`src/rtl/systolic_pkg.sv`:
```
// Shared constants and state encoding for the 4x4 systolic input skew scheduler.
package systolic_pkg;

  localparam int N         = 4;
  localparam int NUM_STEPS = 2 * N - 1;
  localparam int STEP_W    = 3;

  typedef enum logic [1:0] {
    IDLE,
    FEED,
    DONE
  } state_t;

endpackage

```
`src/rtl/sched_step_timer.sv`:
```
// Divides clk into a one-cycle step tick every DELAY enabled cycles; clear restarts the count.
module sched_step_timer #(
  parameter int DELAY = 10
) (
  input  logic clk,
  input  logic rst,
  input  logic clear,
  input  logic enable,
  output logic tick
);

  localparam int CW = $clog2(DELAY + 1);

  logic [CW-1:0] cycle_cnt;

  // The tick is decoded from the count so the step load lands exactly on the DELAY-th edge.
  assign tick = enable && (cycle_cnt == CW'(DELAY - 1));

  always_ff @(posedge clk or posedge rst) begin
    if (rst) begin
      cycle_cnt <= '0;
    end else if (clear) begin
      cycle_cnt <= '0;
    end else if (enable) begin
      if (tick) cycle_cnt <= '0;
      else      cycle_cnt <= cycle_cnt + CW'(1);
    end
  end

endmodule

```
`src/rtl/systolic_scheduler.sv`:
```
// Skews two 4x4 operand matrices into 7 diagonal wavefronts for an output-stationary array.
// Optional macro SYSTOLIC_SCHED_CLEAR_IDLE_EN: zero the edge feeds whenever valid is low.
module systolic_scheduler
  import systolic_pkg::*;
#(
  parameter int DELAY      = 10,
  parameter int DATA_WIDTH = 32
) (
  input  logic                  clk,
  input  logic                  rst,
  input  logic                  start,
  input  logic [DATA_WIDTH-1:0] mat_a_00, mat_a_01, mat_a_02, mat_a_03,
  input  logic [DATA_WIDTH-1:0] mat_a_10, mat_a_11, mat_a_12, mat_a_13,
  input  logic [DATA_WIDTH-1:0] mat_a_20, mat_a_21, mat_a_22, mat_a_23,
  input  logic [DATA_WIDTH-1:0] mat_a_30, mat_a_31, mat_a_32, mat_a_33,
  input  logic [DATA_WIDTH-1:0] mat_b_00, mat_b_01, mat_b_02, mat_b_03,
  input  logic [DATA_WIDTH-1:0] mat_b_10, mat_b_11, mat_b_12, mat_b_13,
  input  logic [DATA_WIDTH-1:0] mat_b_20, mat_b_21, mat_b_22, mat_b_23,
  input  logic [DATA_WIDTH-1:0] mat_b_30, mat_b_31, mat_b_32, mat_b_33,
  output logic [DATA_WIDTH-1:0] a_out0,
  output logic [DATA_WIDTH-1:0] a_out1,
  output logic [DATA_WIDTH-1:0] a_out2,
  output logic [DATA_WIDTH-1:0] a_out3,
  output logic [DATA_WIDTH-1:0] b_out0,
  output logic [DATA_WIDTH-1:0] b_out1,
  output logic [DATA_WIDTH-1:0] b_out2,
  output logic [DATA_WIDTH-1:0] b_out3,
  output logic                  valid,
  output logic                  done
);

  logic [DATA_WIDTH-1:0] mat_a [N][N];
  logic [DATA_WIDTH-1:0] mat_b [N][N];
  logic [DATA_WIDTH-1:0] a_sel [N];
  logic [DATA_WIDTH-1:0] b_sel [N];
  logic [DATA_WIDTH-1:0] a_q   [N];
  logic [DATA_WIDTH-1:0] b_q   [N];

  state_t            state;
  logic              feeding;
  logic [STEP_W-1:0] step_cnt;
  logic              step_tick;
  logic              start_acc;

  assign mat_a[0][0] = mat_a_00; assign mat_a[0][1] = mat_a_01; assign mat_a[0][2] = mat_a_02; assign mat_a[0][3] = mat_a_03;
  assign mat_a[1][0] = mat_a_10; assign mat_a[1][1] = mat_a_11; assign mat_a[1][2] = mat_a_12; assign mat_a[1][3] = mat_a_13;
  assign mat_a[2][0] = mat_a_20; assign mat_a[2][1] = mat_a_21; assign mat_a[2][2] = mat_a_22; assign mat_a[2][3] = mat_a_23;
  assign mat_a[3][0] = mat_a_30; assign mat_a[3][1] = mat_a_31; assign mat_a[3][2] = mat_a_32; assign mat_a[3][3] = mat_a_33;
  assign mat_b[0][0] = mat_b_00; assign mat_b[0][1] = mat_b_01; assign mat_b[0][2] = mat_b_02; assign mat_b[0][3] = mat_b_03;
  assign mat_b[1][0] = mat_b_10; assign mat_b[1][1] = mat_b_11; assign mat_b[1][2] = mat_b_12; assign mat_b[1][3] = mat_b_13;
  assign mat_b[2][0] = mat_b_20; assign mat_b[2][1] = mat_b_21; assign mat_b[2][2] = mat_b_22; assign mat_b[2][3] = mat_b_23;
  assign mat_b[3][0] = mat_b_30; assign mat_b[3][1] = mat_b_31; assign mat_b[3][2] = mat_b_32; assign mat_b[3][3] = mat_b_33;

  assign a_out0 = a_q[0];
  assign a_out1 = a_q[1];
  assign a_out2 = a_q[2];
  assign a_out3 = a_q[3];
  assign b_out0 = b_q[0];
  assign b_out1 = b_q[1];
  assign b_out2 = b_q[2];
  assign b_out3 = b_q[3];

  assign start_acc = start && (state == IDLE);

  sched_step_timer #(
    .DELAY (DELAY)
  ) u_step_timer (
    .clk    (clk),
    .rst    (rst),
    .clear  (start_acc),
    .enable (feeding),
    .tick   (step_tick)
  );

  // Wavefront s puts A[r][s-r] on row r and B[s-c][c] on column c; off-diagonal slots feed 0.
  // NOTE: every output of a combinational block gets a default first, otherwise a latch is inferred.
  always_comb begin
    for (int k = 0; k < N; k++) begin
      a_sel[k] = '0;
      b_sel[k] = '0;
    end
    for (int r = 0; r < N; r++) begin
      for (int j = 0; j < N; j++) begin
        if (int'(step_cnt) == r + j) a_sel[r] = mat_a[r][j];
      end
    end
    for (int c = 0; c < N; c++) begin
      for (int i = 0; i < N; i++) begin
        if (int'(step_cnt) == i + c) b_sel[c] = mat_b[i][c];
      end
    end
  end

  // NOTE: sequential state uses non-blocking assignments so every register samples pre-edge values.
  always_ff @(posedge clk or posedge rst) begin
    if (rst) begin
      state    <= IDLE;
      feeding  <= 1'b0;
      step_cnt <= '0;
      valid    <= 1'b0;
      done     <= 1'b0;
      a_q      <= '{default: '0};
      b_q      <= '{default: '0};
    end else begin
      valid <= 1'b0;
`ifdef SYSTOLIC_SCHED_CLEAR_IDLE_EN
      a_q   <= '{default: '0};
      b_q   <= '{default: '0};
`endif
      case (state)
        IDLE: begin
          if (start) begin
            state    <= FEED;
            feeding  <= 1'b1;
            step_cnt <= '0;
            a_q      <= '{default: '0};
            b_q      <= '{default: '0};
          end
        end
        FEED: begin
          if (step_tick) begin
            a_q   <= a_sel;
            b_q   <= b_sel;
            valid <= 1'b1;
            if (step_cnt == STEP_W'(NUM_STEPS - 1)) begin
              state    <= DONE;
              feeding  <= 1'b0;
              step_cnt <= '0;
            end else begin
              step_cnt <= step_cnt + STEP_W'(1);
            end
          end
        end
        DONE: begin
          // start here is only an acknowledge; a fresh pulse from IDLE begins the next run.
          if (start) begin
            state <= IDLE;
            done  <= 1'b0;
          end else begin
            done  <= 1'b1;
          end
        end
        default: begin
          state   <= IDLE;
          feeding <= 1'b0;
        end
      endcase
    end
  end

endmodule

```
`config.mk`:
```
export PLATFORM = sky130hd
export DESIGN_NAME = systolic_scheduler
export DESIGN_NICKNAME = d
export VERILOG_FILES = /design/src/rtl/systolic_pkg.sv /design/src/rtl/sched_step_timer.sv /design/src/rtl/systolic_scheduler.sv
export SDC_FILE = /design/constraint.sdc
export NUM_CORES = 1
export LEC_CHECK = 0
export BUFFER_PORTS_ARGS = -buffer_cell sky130_fd_sc_hd__clkbuf_2
export CAP_MARGIN = 5
export CORE_AREA = 5 5 503 505
export DETAILED_ROUTE_END_ITERATION = 8
export DIE_AREA = 0 0 508 510
export PLACE_DENSITY = 0.3
export SYNTH_ARGS = -nofsm -noshare
export SYNTH_HDL_FRONTEND = slang
export SYNTH_SLANG_ARGS = --single-unit
```
`constraint.sdc`:
```
create_clock -name clk -period 8.4 [get_ports clk]
set_input_delay 0.42 -clock clk [delete_from_list [all_inputs] [get_ports clk]]
set_output_delay 0.42 -clock clk [all_outputs]
set_load 0.005 [all_outputs]
```
==> results of run 1 <==
==> layout by cell type, fill, tap and decap left out, types with 9 or more instances in the layout <==
master and instances:
clkbuf_8 10, nand2b_1 65, clkinv_2 9, dlygate4sd3_1 96, clkbuf_1 10, o221a_2 64
mux2i_1 130, diode_2 19, nor3_1 65, dfrtp_1 265, a22o_1 65, nand2_1 134
clkbuf_16 45, o21ai_1 198, nand3_1 321, o21ai_0 192, a221oi_1 64, nor2_1 200
buf_4 36, a21oi_1 130, o31ai_2 62, clkbuf_2 1284, a211oi_1 64
==> routing by layer <==
metal / up-vias / global-route usage
met5: - / 0
met3: 281 / 0.0555
met1: 12100 / 0.161
met4: 82 / 0.0396
met2: 1328 / 0.246
li1: 11000 / -
==> cell type report <==
cell class / count / area [um2]
timing repair buffer: 1421 / 7760
fill: 29000 / 217000
clock inverter: 15 / 135
sequential: 268 / 6720
multi-input combinational: 1783 / 10900
inverter: 7 / 47.5
antenna: 19 / 47.5
clock buffer: 65 / 1300
tap: 3330 / 4170
==> flip-flops by register name, summed over array words and instances (netlist names) <==
signal	flops
a_out3	32
b_out3	32
a_out1	32
done	1
b_out2	32
b_out1	32
feeding	1
a_out2	32
state	2
a_out0	32
step_cnt	3
b_out0	32
valid	1
u_step_timer.cycle_cnt	4
==> where the power goes <==
group          leakage [nW]  switching (mW)  internal [mW]  total (mW)
Clock                 0.707           0.839           1.10        1.94
Sequential             3.67           0.338           1.67        2.01
Combinational          9.36            2.93           1.61        4.54
==> path summary, 6_finish.rpt <==
check,from,depth (start not counted),to,slack (ps)
worst max-delay path,step_cnt[1]$_DFFE_PP0P_,7,b_out0[0]$_DFFE_PP0P_,4240
worst min-delay path,start,3,done$_DFFE_PP0N_,80
worst max register to register,step_cnt[1]$_DFFE_PP0P_,7,b_out0[0]$_DFFE_PP0P_,4240
worst min register to register,a_out2[31]$_DFFE_PP0P_,2,a_out2[31]$_DFFE_PP0P_,500
max in group asynchronous,rst,5,b_out1[27]$_DFFE_PP0P_,6020
min in group asynchronous,rst,3,b_out2[9]$_DFFE_PP0P_,390
==> metrics by stage <==
step	instance area, um2	power [mW]	hold slack, ps	cells
2_1_floorplan	19100	4.53	494	2327
3_3_place_gp	28600	6.65	492	6713
3_5_place_dp	28600	6.66	492	6713
4_1_cts	31000	8.77	0.453	6889
5_1_grt	31100	9.09	37.2	6897
6_report	31100	8.49	76.8	6908
==> cells by family after synthesis <==
| logic type | count (synthesis) | synth area share |
|---|---|---|
| buf+inv | 276 | 0.0815 |
| fa+ha+maj | 3 | 0.00196 |
| simple gates | 803 | 0.196 |
| mux | 132 | 0.0692 |
| compound gates | 845 | 0.301 |
| flops | 268 | 0.351 |
==> critical path, stage by stage, from the launching register on <==
cell	delay, ps
dfrtp_4	950
nor2b_4	580
buf_12	420
and2_4	350
buf_4	680
a211oi_1	200
o21ai_1	170
dlygate4sd3_1	550
==> what timing repair did <==
item                      in CTS  in global routing
resized for setup              0                  0
hold endpoints to repair     133                  0
hold buffers                  96                  0
==> results.py, run 1 <==
metrics = {
    "timing": {
        "finalSetupTns_ps": 0,
        "min_period_ps": 4160,
        "rsz0062_at_grt": "no",
        "max_freq_mhz": 240,
        "finClkSkew_ps": 20.8,
        "maxSlewViolCount": 0,
        "report.final.hold_viol_count": 0,
        "tightest_slew_ps": 1150,
        "finalCritPeriodShare": 0.495,
        "setup_ws_ps": 4240,
        "finalSetupViolCount": 0,
        "slew-limit-headroom": 0.233,
    },
    "routing": {
        "drc": 0,
        "wl_met1_um": 74200,
        "postRouteAntennaNets": 0,
        "routed_via_density": 3.59,
        "wire_per_inst_um": 28.0,
        "drt-total-wl_um": 193000,
        "wl_met2_um": 93300,
        "dr.pass1.iters": 5,
        "met3WireLength_um": 19000,
        "vias": 24800,
        "first_iter_violations": 1627,
        "highest_layer": "met5",
    },
    "yosys": {
        "netlist-cell-type-count": 43,
        "synth_ff_type": "dfrtp_1",
        "syn_avg_cell_area_um2": 8.22,
        "yosysTopAreaCell": "dfrtp_1",
        "synth_top_cells_by_count": "nand3_1, dfrtp_1, nor2_1",
        "synth_edf_count": 0,
        "synth-seq-cells": 268,
        "synth_most_common_cell": "nand3_1",
        "syn_area_um2": 19100,
        "synthArstFlopShare": 1.00,
        "synth-seq-area-share": 0.351,
        "syn_inst": 2327,
        "synth_fp_nets": 3357,
        "yosys.area.top_type_share": 0.351,
        "ys_top_cells_by_area": "dfrtp_1, nand3_1, mux2i_1",
        "yosys_warnings": 0,
    },
    "power_and_ir_drop": {
        "ir_drop_uv": 205,
        "leakage_nw": 13.7,
        "power.density_nw_per_um2": 273,
    },
    "finish": {
        "area_growth_pct": 62.6,
        "fin_nets": 4556,
        "drive_gt1_frac": 0.433,
        "fin_util": 0.125,
    },
    "clock_tree": {
        "clk_latency_ps": 650,
        "clockRootBuffer": "clkbuf_16",
        "clkTransAtPathRegs_ps": 60,
        "cts_made_buffers": 45,
        "cts_tree": "yes",
        "cts_sinks": 268,
        "post_cts_buffers": 0,
        "clock_path_buffers": 3,
        "h-tree-depth": 2,
    },
    "floorplanning": {
        "die_x_um": 508,
        "die-height_um": 510,
        "num_rows": 183,
        "die-area_um2": 259000,
        "initial_core_util": 0.0772,
        "ios": 1285,
        "core-area_um2": 248000,
    },
    "worst_setup_path": {
        "cp.arrival_ps": 4730,
        "critPathKind": "flip-flop to flip-flop",
        "cp-end-kind": "flip-flop",
        "worstPathMaxFanout": 115,
        "start_kind": "flip-flop",
        "critPathRequiredTime_ps": 8970,
    },
    "placed_design": {
        "pre_cts_slack_ps": 4440,
        "dpl.hpwl_um": 156000,
        "gp_congestion": 0.891,
        "portBuffers": 1284,
    },
    "global_routing": {
        "grt_max_degree": 134,
        "grt_pass1_wl_um": 252000,
        "grt_pass1_vias": 26000,
        "grt_usage": 0.142,
        "gr-total-overflow": 0,
        "antenna_found_initial": 127,
    },
    "run_status": {
        "status": "complete, no violations",
    },
    "run": {
        "maxCapViolCount": 0,
    },
    "worst_hold_path": {
        "min_path_type": "primary input to flip-flop",
    },
}
Note: power is estimated with default switching activity, not from simulation.
==> run 2: changes to the inputs <==
==> constraint.sdc (replaced) <==
create_clock -name clk -period 3.9 [get_ports clk]
set_input_delay 0.195 -clock clk [delete_from_list [all_inputs] [get_ports clk]]
set_output_delay 0.195 -clock clk [all_outputs]
set_load 0.005 [all_outputs]
==> results.py, run 2 (synthesized netlist as in run 1, its figures left out) <==
metrics = {
    "floorplanning": {
        "die-area_um2": 259000,
        "ios": 1285,
        "core-area_um2": 248000,
        "die_x_um": 508,
        "num_rows": 183,
        "die-height_um": 510,
        "initial_core_util": 0.0772,
    },
    "run_status": {
        "status": "complete, no violations",
    },
    "routing": {
        "first_iter_violations": 1573,
        "drt-total-wl_um": 194000,
        "routed_via_density": 3.60,
        "dr.pass1.iters": 8,
        "postRouteAntennaNets": 0,
        "drc": 0,
        "vias": 26900,
        "wire_per_inst_um": 26.0,
    },
    "worst_setup_path": {
        "worstPathMaxFanout": 36,
        "critPathRequiredTime_ps": 4490,
        "cp.arrival_ps": 4340,
        "cp-end-kind": "flip-flop",
        "critPathKind": "flip-flop to flip-flop",
        "start_kind": "flip-flop",
    },
    "timing": {
        "finalSetupTns_ps": 0,
        "finalCritPeriodShare": 0.961,
        "min_period_ps": 3750,
        "report.final.hold_viol_count": 0,
        "max_freq_mhz": 267,
        "slew-limit-headroom": 0.285,
        "finClkSkew_ps": 28.0,
        "finalSetupViolCount": 0,
        "maxSlewViolCount": 0,
        "rsz0062_at_grt": "no",
        "tightest_slew_ps": 1070,
    },
    "global_routing": {
        "grt_use_met2": 0.248,
        "grt_usage": 0.142,
        "grtUsageMet3": 0.0494,
        "gr-total-overflow": 0,
        "grt_pass1_vias": 28400,
        "met1_usage": 0.163,
        "grt_max_degree": 127,
        "antenna_found_initial": 138,
        "grt.busiest_layer": "met2",
        "grt_pass1_wl_um": 255000,
    },
    "finish": {
        "fin_nets": 5100,
        "most-common-layout-cells": "clkbuf_2, dlygate4sd3_1, nand3_1",
        "layoutNonFillerInstCount": 7466,
        "area_growth_pct": 91.2,
        "final_common_cell": "clkbuf_2",
        "drive_gt1_frac": 0.385,
    },
    "power_and_ir_drop": {
        "p_sw_mw": 9.17,
        "p_clk_frac": 0.201,
        "p_comb_frac": 0.587,
        "p_sw_frac": 0.457,
        "ir_drop_uv": 320,
        "power.density_nw_per_um2": 549,
        "power_mw": 20.1,
        "p_int_mw": 10.9,
        "leakage_nw": 16.7,
        "pwr-share-seq": 0.213,
    },
    "clock_tree": {
        "cts_sinks": 268,
        "clk_latency_ps": 660,
        "clkTransAtPathRegs_ps": 60,
        "clockRootBuffer": "clkbuf_16",
        "cts_tree": "yes",
        "h-tree-depth": 2,
        "cts_made_buffers": 43,
        "clock_path_buffers": 3,
    },
    "placed_design": {
        "dp.cells": 6755,
        "gp_congestion": 0.894,
        "dpl.hpwl_um": 158000,
        "portBuffers": 1284,
    },
    "worst_hold_path": {
        "min_path_type": "primary input to flip-flop",
    },
    "run": {
        "maxCapViolCount": 0,
    },
}
run 2: changes by cell type in the layout (fill, tap and decap cells not counted), moves of 2 or more:
cell	before	now
clkbuf_8	10	7
clkbuf_1	10	14
buf_4	36	64
dlygate4sd3_1	96	599
clkinvlp_4	2	4
clkinv_2	9	7
buf_12	5	18
diode_2	19	34
run 2: power by group through the flow:
stage | logic [mW] | registers, mW | clock network (mW)
2_1_floorplan | 5.64 | 4.11 | 0
3_3_place_gp | 10.3 | 4.31 | 0
3_5_place_dp | 10.3 | 4.32 | 0
4_1_cts | 12.1 | 4.29 | 4.29
5_1_grt | 12.8 | 4.38 | 4.33
6_report | 11.8 | 4.27 | 4.03
run 2: stage by stage:
| step | util | area, um2 | hold slack (ps) | worst slack (ps) |
|---|---|---|---|---|
| after global placement | 0.118 | 29100 | 326 | 945 |
| after global routing | 0.147 | 36500 | 48.6 | 3.45 |
| final | 0.148 | 36600 | 33.3 | 152 |
| after detailed placement | 0.118 | 29100 | 336 | 933 |
| after floorplan | - | 19100 | 368 | 166 |
| after CTS | 0.147 | 36500 | 0.613 | 21.5 |
run 2: area by class of cell:
type | instances | area, um2
Antenna cell | 34 | 85.1
Clock buffer | 65 | 1250
Inverter | 7 | 43.8
Multi-Input combinational cell | 1783 | 10900
Fill cell | 28800 | 211000
Clock inverter | 12 | 108
Tap cell | 3330 | 4170
Timing Repair Buffer | 1967 | 13300
Sequential cell | 268 | 6720
run 2: critical path, cell delays in order (launching register included):
cell and delay, ps:
dfrtp_4 680, nor3_4 480, buf_4 500, buf_4 550, a221oi_1 100, dlygate4sd3_1 630, o21ai_1 130, dlygate4sd3_1 550
run 2: final timing paths:
path                                          from                      to  slack, ps  cells past startpoint
max                        step_cnt[0]$_DFFE_PP0P_  a_out1[28]$_DFFE_PP0P_        150                      7
min                                    mat_b_31[3]   b_out1[3]$_DFFE_PP0P_         30                      3
max reg2reg                step_cnt[0]$_DFFE_PP0P_  a_out1[28]$_DFFE_PP0P_        150                      7
min reg2reg                 a_out0[15]$_DFFE_PP0P_  a_out0[15]$_DFFE_PP0P_        510                      2
max in group asynchronous                      rst  b_out0[25]$_DFFE_PP0P_       2380                      4
min in group asynchronous                      rst   b_out3[8]$_DFFE_PP0P_        220                      3
run 2: routing by layer:
metal | vias to the layer above | share of wire
li1 | 12100 | -
met1 | 13000 | 0.39
met2 | 1344 | 0.49
met3 | 290 | 0.086
met4 | 88 | 0.028
met5 | - | 0.0029
run 2: repair_timing:
item                       4_1_cts  5_1_grt
setup endpoints to repair        0        3
hold endpoints to repair       276        0
buffers inserted                 0        0
hold buffers                   599        0
gates resized for setup          0        1
==> run 3: changes to the inputs <==
--- a/config.mk
+++ b/config.mk
@@ -7,9 +7,10 @@
 export LEC_CHECK = 0
 export BUFFER_PORTS_ARGS = -buffer_cell sky130_fd_sc_hd__clkbuf_2
 export CAP_MARGIN = 5
-export CORE_AREA = 5 5 503 505
+export CORE_AREA = 5 5 501 503
+export CTS_CLUSTER_DIAMETER = 200
 export DETAILED_ROUTE_END_ITERATION = 8
-export DIE_AREA = 0 0 508 510
+export DIE_AREA = 0 0 506 508
 export PLACE_DENSITY = 0.3
 export SYNTH_ARGS = -nofsm -noshare
 export SYNTH_HDL_FRONTEND = slang
==> constraint.sdc (replaced) <==
create_clock -name clk -period 4.8 [get_ports clk]
set_input_delay 0.24 -clock clk [delete_from_list [all_inputs] [get_ports clk]]
set_output_delay 0.24 -clock clk [all_outputs]
set_load 0.005 [all_outputs]
==> results.py, run 3 (synthesized netlist as in run 1, its figures left out) <==
metrics = {
    "finish": {
        "layoutNonFillerInstCount": 7284,
        "area_growth_pct": 88.1,
        "most-common-layout-cells": "clkbuf_2, dlygate4sd3_1, nand3_1",
        "final_common_cell": "clkbuf_2",
        "layout.area.seq_um2": 6720,
        "fin_nets": 5044,
        "fillers": 28500,
        "multi_input_area_um2": 10900,
        "drive_gt1_frac": 0.388,
    },
    "floorplanning": {
        "initial_core_util": 0.0779,
        "core-area_um2": 245000,
        "die-area_um2": 257000,
        "die-height_um": 508,
        "num_rows": 182,
        "die_x_um": 506,
        "ios": 1285,
    },
    "global_routing": {
        "grt_pass1_vias": 28200,
        "grt_pass1_wl_um": 246000,
        "gr-total-overflow": 0,
        "grt_usage": 0.137,
        "grt_max_degree": 130,
        "antenna_found_initial": 117,
    },
    "placed_design": {
        "dp.cells": 6630,
        "portBuffers": 1284,
        "gp_congestion": 0.920,
        "dpl.hpwl_um": 149000,
    },
    "routing": {
        "postRouteAntennaNets": 0,
        "wire_per_inst_um": 25.4,
        "drt-total-wl_um": 185000,
        "routed_via_density": 3.64,
        "drc": 0,
        "vias": 26500,
        "dr.pass1.iters": 5,
        "first_iter_violations": 1728,
    },
    "timing": {
        "slew-limit-headroom": 0.271,
        "min_period_ps": 4160,
        "finalSetupTns_ps": 0,
        "report.final.hold_viol_count": 0,
        "finalCritPeriodShare": 0.866,
        "tightest_slew_ps": 1090,
        "max_freq_mhz": 241,
        "maxSlewViolCount": 0,
        "finClkSkew_ps": 48.1,
        "rsz0062_at_grt": "no",
        "finalSetupViolCount": 0,
    },
    "worst_setup_path": {
        "cp.arrival_ps": 4700,
        "start_kind": "flip-flop",
        "worstPathMaxFanout": 47,
        "critPathKind": "flip-flop to flip-flop",
        "cp_slowest_cell": "dfrtp_4",
        "cp-end-kind": "flip-flop",
        "path_cells": "and2_1 > ha_4 > buf_4 > nor3_4 > buf_4 > a21oi_1 > dlygate4sd3_1 > o31ai_2 > dlygate4sd3_1",
        "critPathRequiredTime_ps": 5340,
        "crit_path_max_incr_delay_ps": 940,
    },
    "run_status": {
        "status": "complete, no violations",
    },
    "clock_tree": {
        "cts_tree": "yes",
        "clk_latency_ps": 660,
        "clkTransAtPathRegs_ps": 60,
        "cts_sinks": 268,
        "cts_made_buffers": 46,
        "h-tree-depth": 2,
        "clockRootBuffer": "clkbuf_16",
        "post_cts_buffers": 0,
        "cts_resized": 0,
        "clock_path_buffers": 3,
    },
    "worst_hold_path": {
        "min_path_type": "primary input to flip-flop",
    },
    "power_and_ir_drop": {
        "ir_drop_uv": 293,
        "power.density_nw_per_um2": 454,
        "leakage_nw": 16.4,
    },
    "run": {
        "maxCapViolCount": 0,
    },
}
==> run 3: changes by cell type in the layout (fill, tap and decap cells not counted), moves of 3 or more <==
cell           previous run  this run
buf_4                    64        48
clkbuf_16                44        47
diode_2                  34        19
dlygate4sd3_1           599       556
clkbuf_1                 14        10
==> run 3: critical path, delay by kind of cell (launching register included) <==
family | cells | cell delay (ps)
buf+inv | 4 | 1800
flops | 1 | 940
compound gates | 2 | 290
fa+ha+maj | 1 | 610
simple gates | 2 | 300
==> run 3: cell type report <==
class,instances,area share
timing repair buffer,1908,0.354
multi-input combinational,1783,0.303
sequential,268,0.187
tap,3220,0.112
clock buffer,66,0.0372
clock inverter,13,0.00383
antenna,19,0.00132
inverter,7,0.00122
==> run 3: what timing repair did <==
item | 4_1_cts | 5_1_grt
hold buffers | 556 | 0
setup endpoints to repair | 0 | 0
endpoints found under the hold margin | 280 | 0
==> run 3: path summary, 6_finish.rpt <==
path | from | endpoint | slack [ps] | depth (start not counted)
hold / removal | mat_b_31[12] | b_out1[12]$_DFFE_PP0P_ | 40 | 3
min in group asynchronous | rst | b_out3[4]$_DFFE_PP0P_ | 260 | 3
setup reg to reg | step_cnt[0]$_DFFE_PP0P_ | a_out2[1]$_DFFE_PP0P_ | 640 | 9
max in group asynchronous | rst | a_out0[26]$_DFFE_PP0P_ | 3310 | 5
setup / recovery | step_cnt[0]$_DFFE_PP0P_ | a_out2[1]$_DFFE_PP0P_ | 640 | 9
hold reg to reg | a_out3[5]$_DFFE_PP0P_ | a_out3[5]$_DFFE_PP0P_ | 500 | 2
==> run 3: layer usage <==
metal / vias to the layer above / routed length (um) / GRT usage
li1: 12000 / - / -
met5: - / 338 / 0
met1: 12800 / 72400 / 0.158
met3: 247 / 16200 / 0.0453
met2: 1327 / 88800 / 0.236
met4: 56 / 7260 / 0.0465
==> run 3: metrics by stage <==
stage	area (um2)	worst slack (ps)	util	total power, mW	hold slack, ps
final	36000	644	0.147	16.3	42.7
after global routing	36000	424	0.146	17.5	39.4
after CTS	35900	606	0.146	16.8	0.132
after detailed placement	28900	1310	0.118	11.7	397
after global placement	28900	1350	0.118	11.7	401
after floorplan	19100	1020	-	7.92	413
==> run 3: report_power, final <==
group          internal [mW]  switching [mW]  total (mW)
clock network           2.03            1.48        3.51
registers               2.92           0.562        3.48
logic                   3.97            5.37        9.34
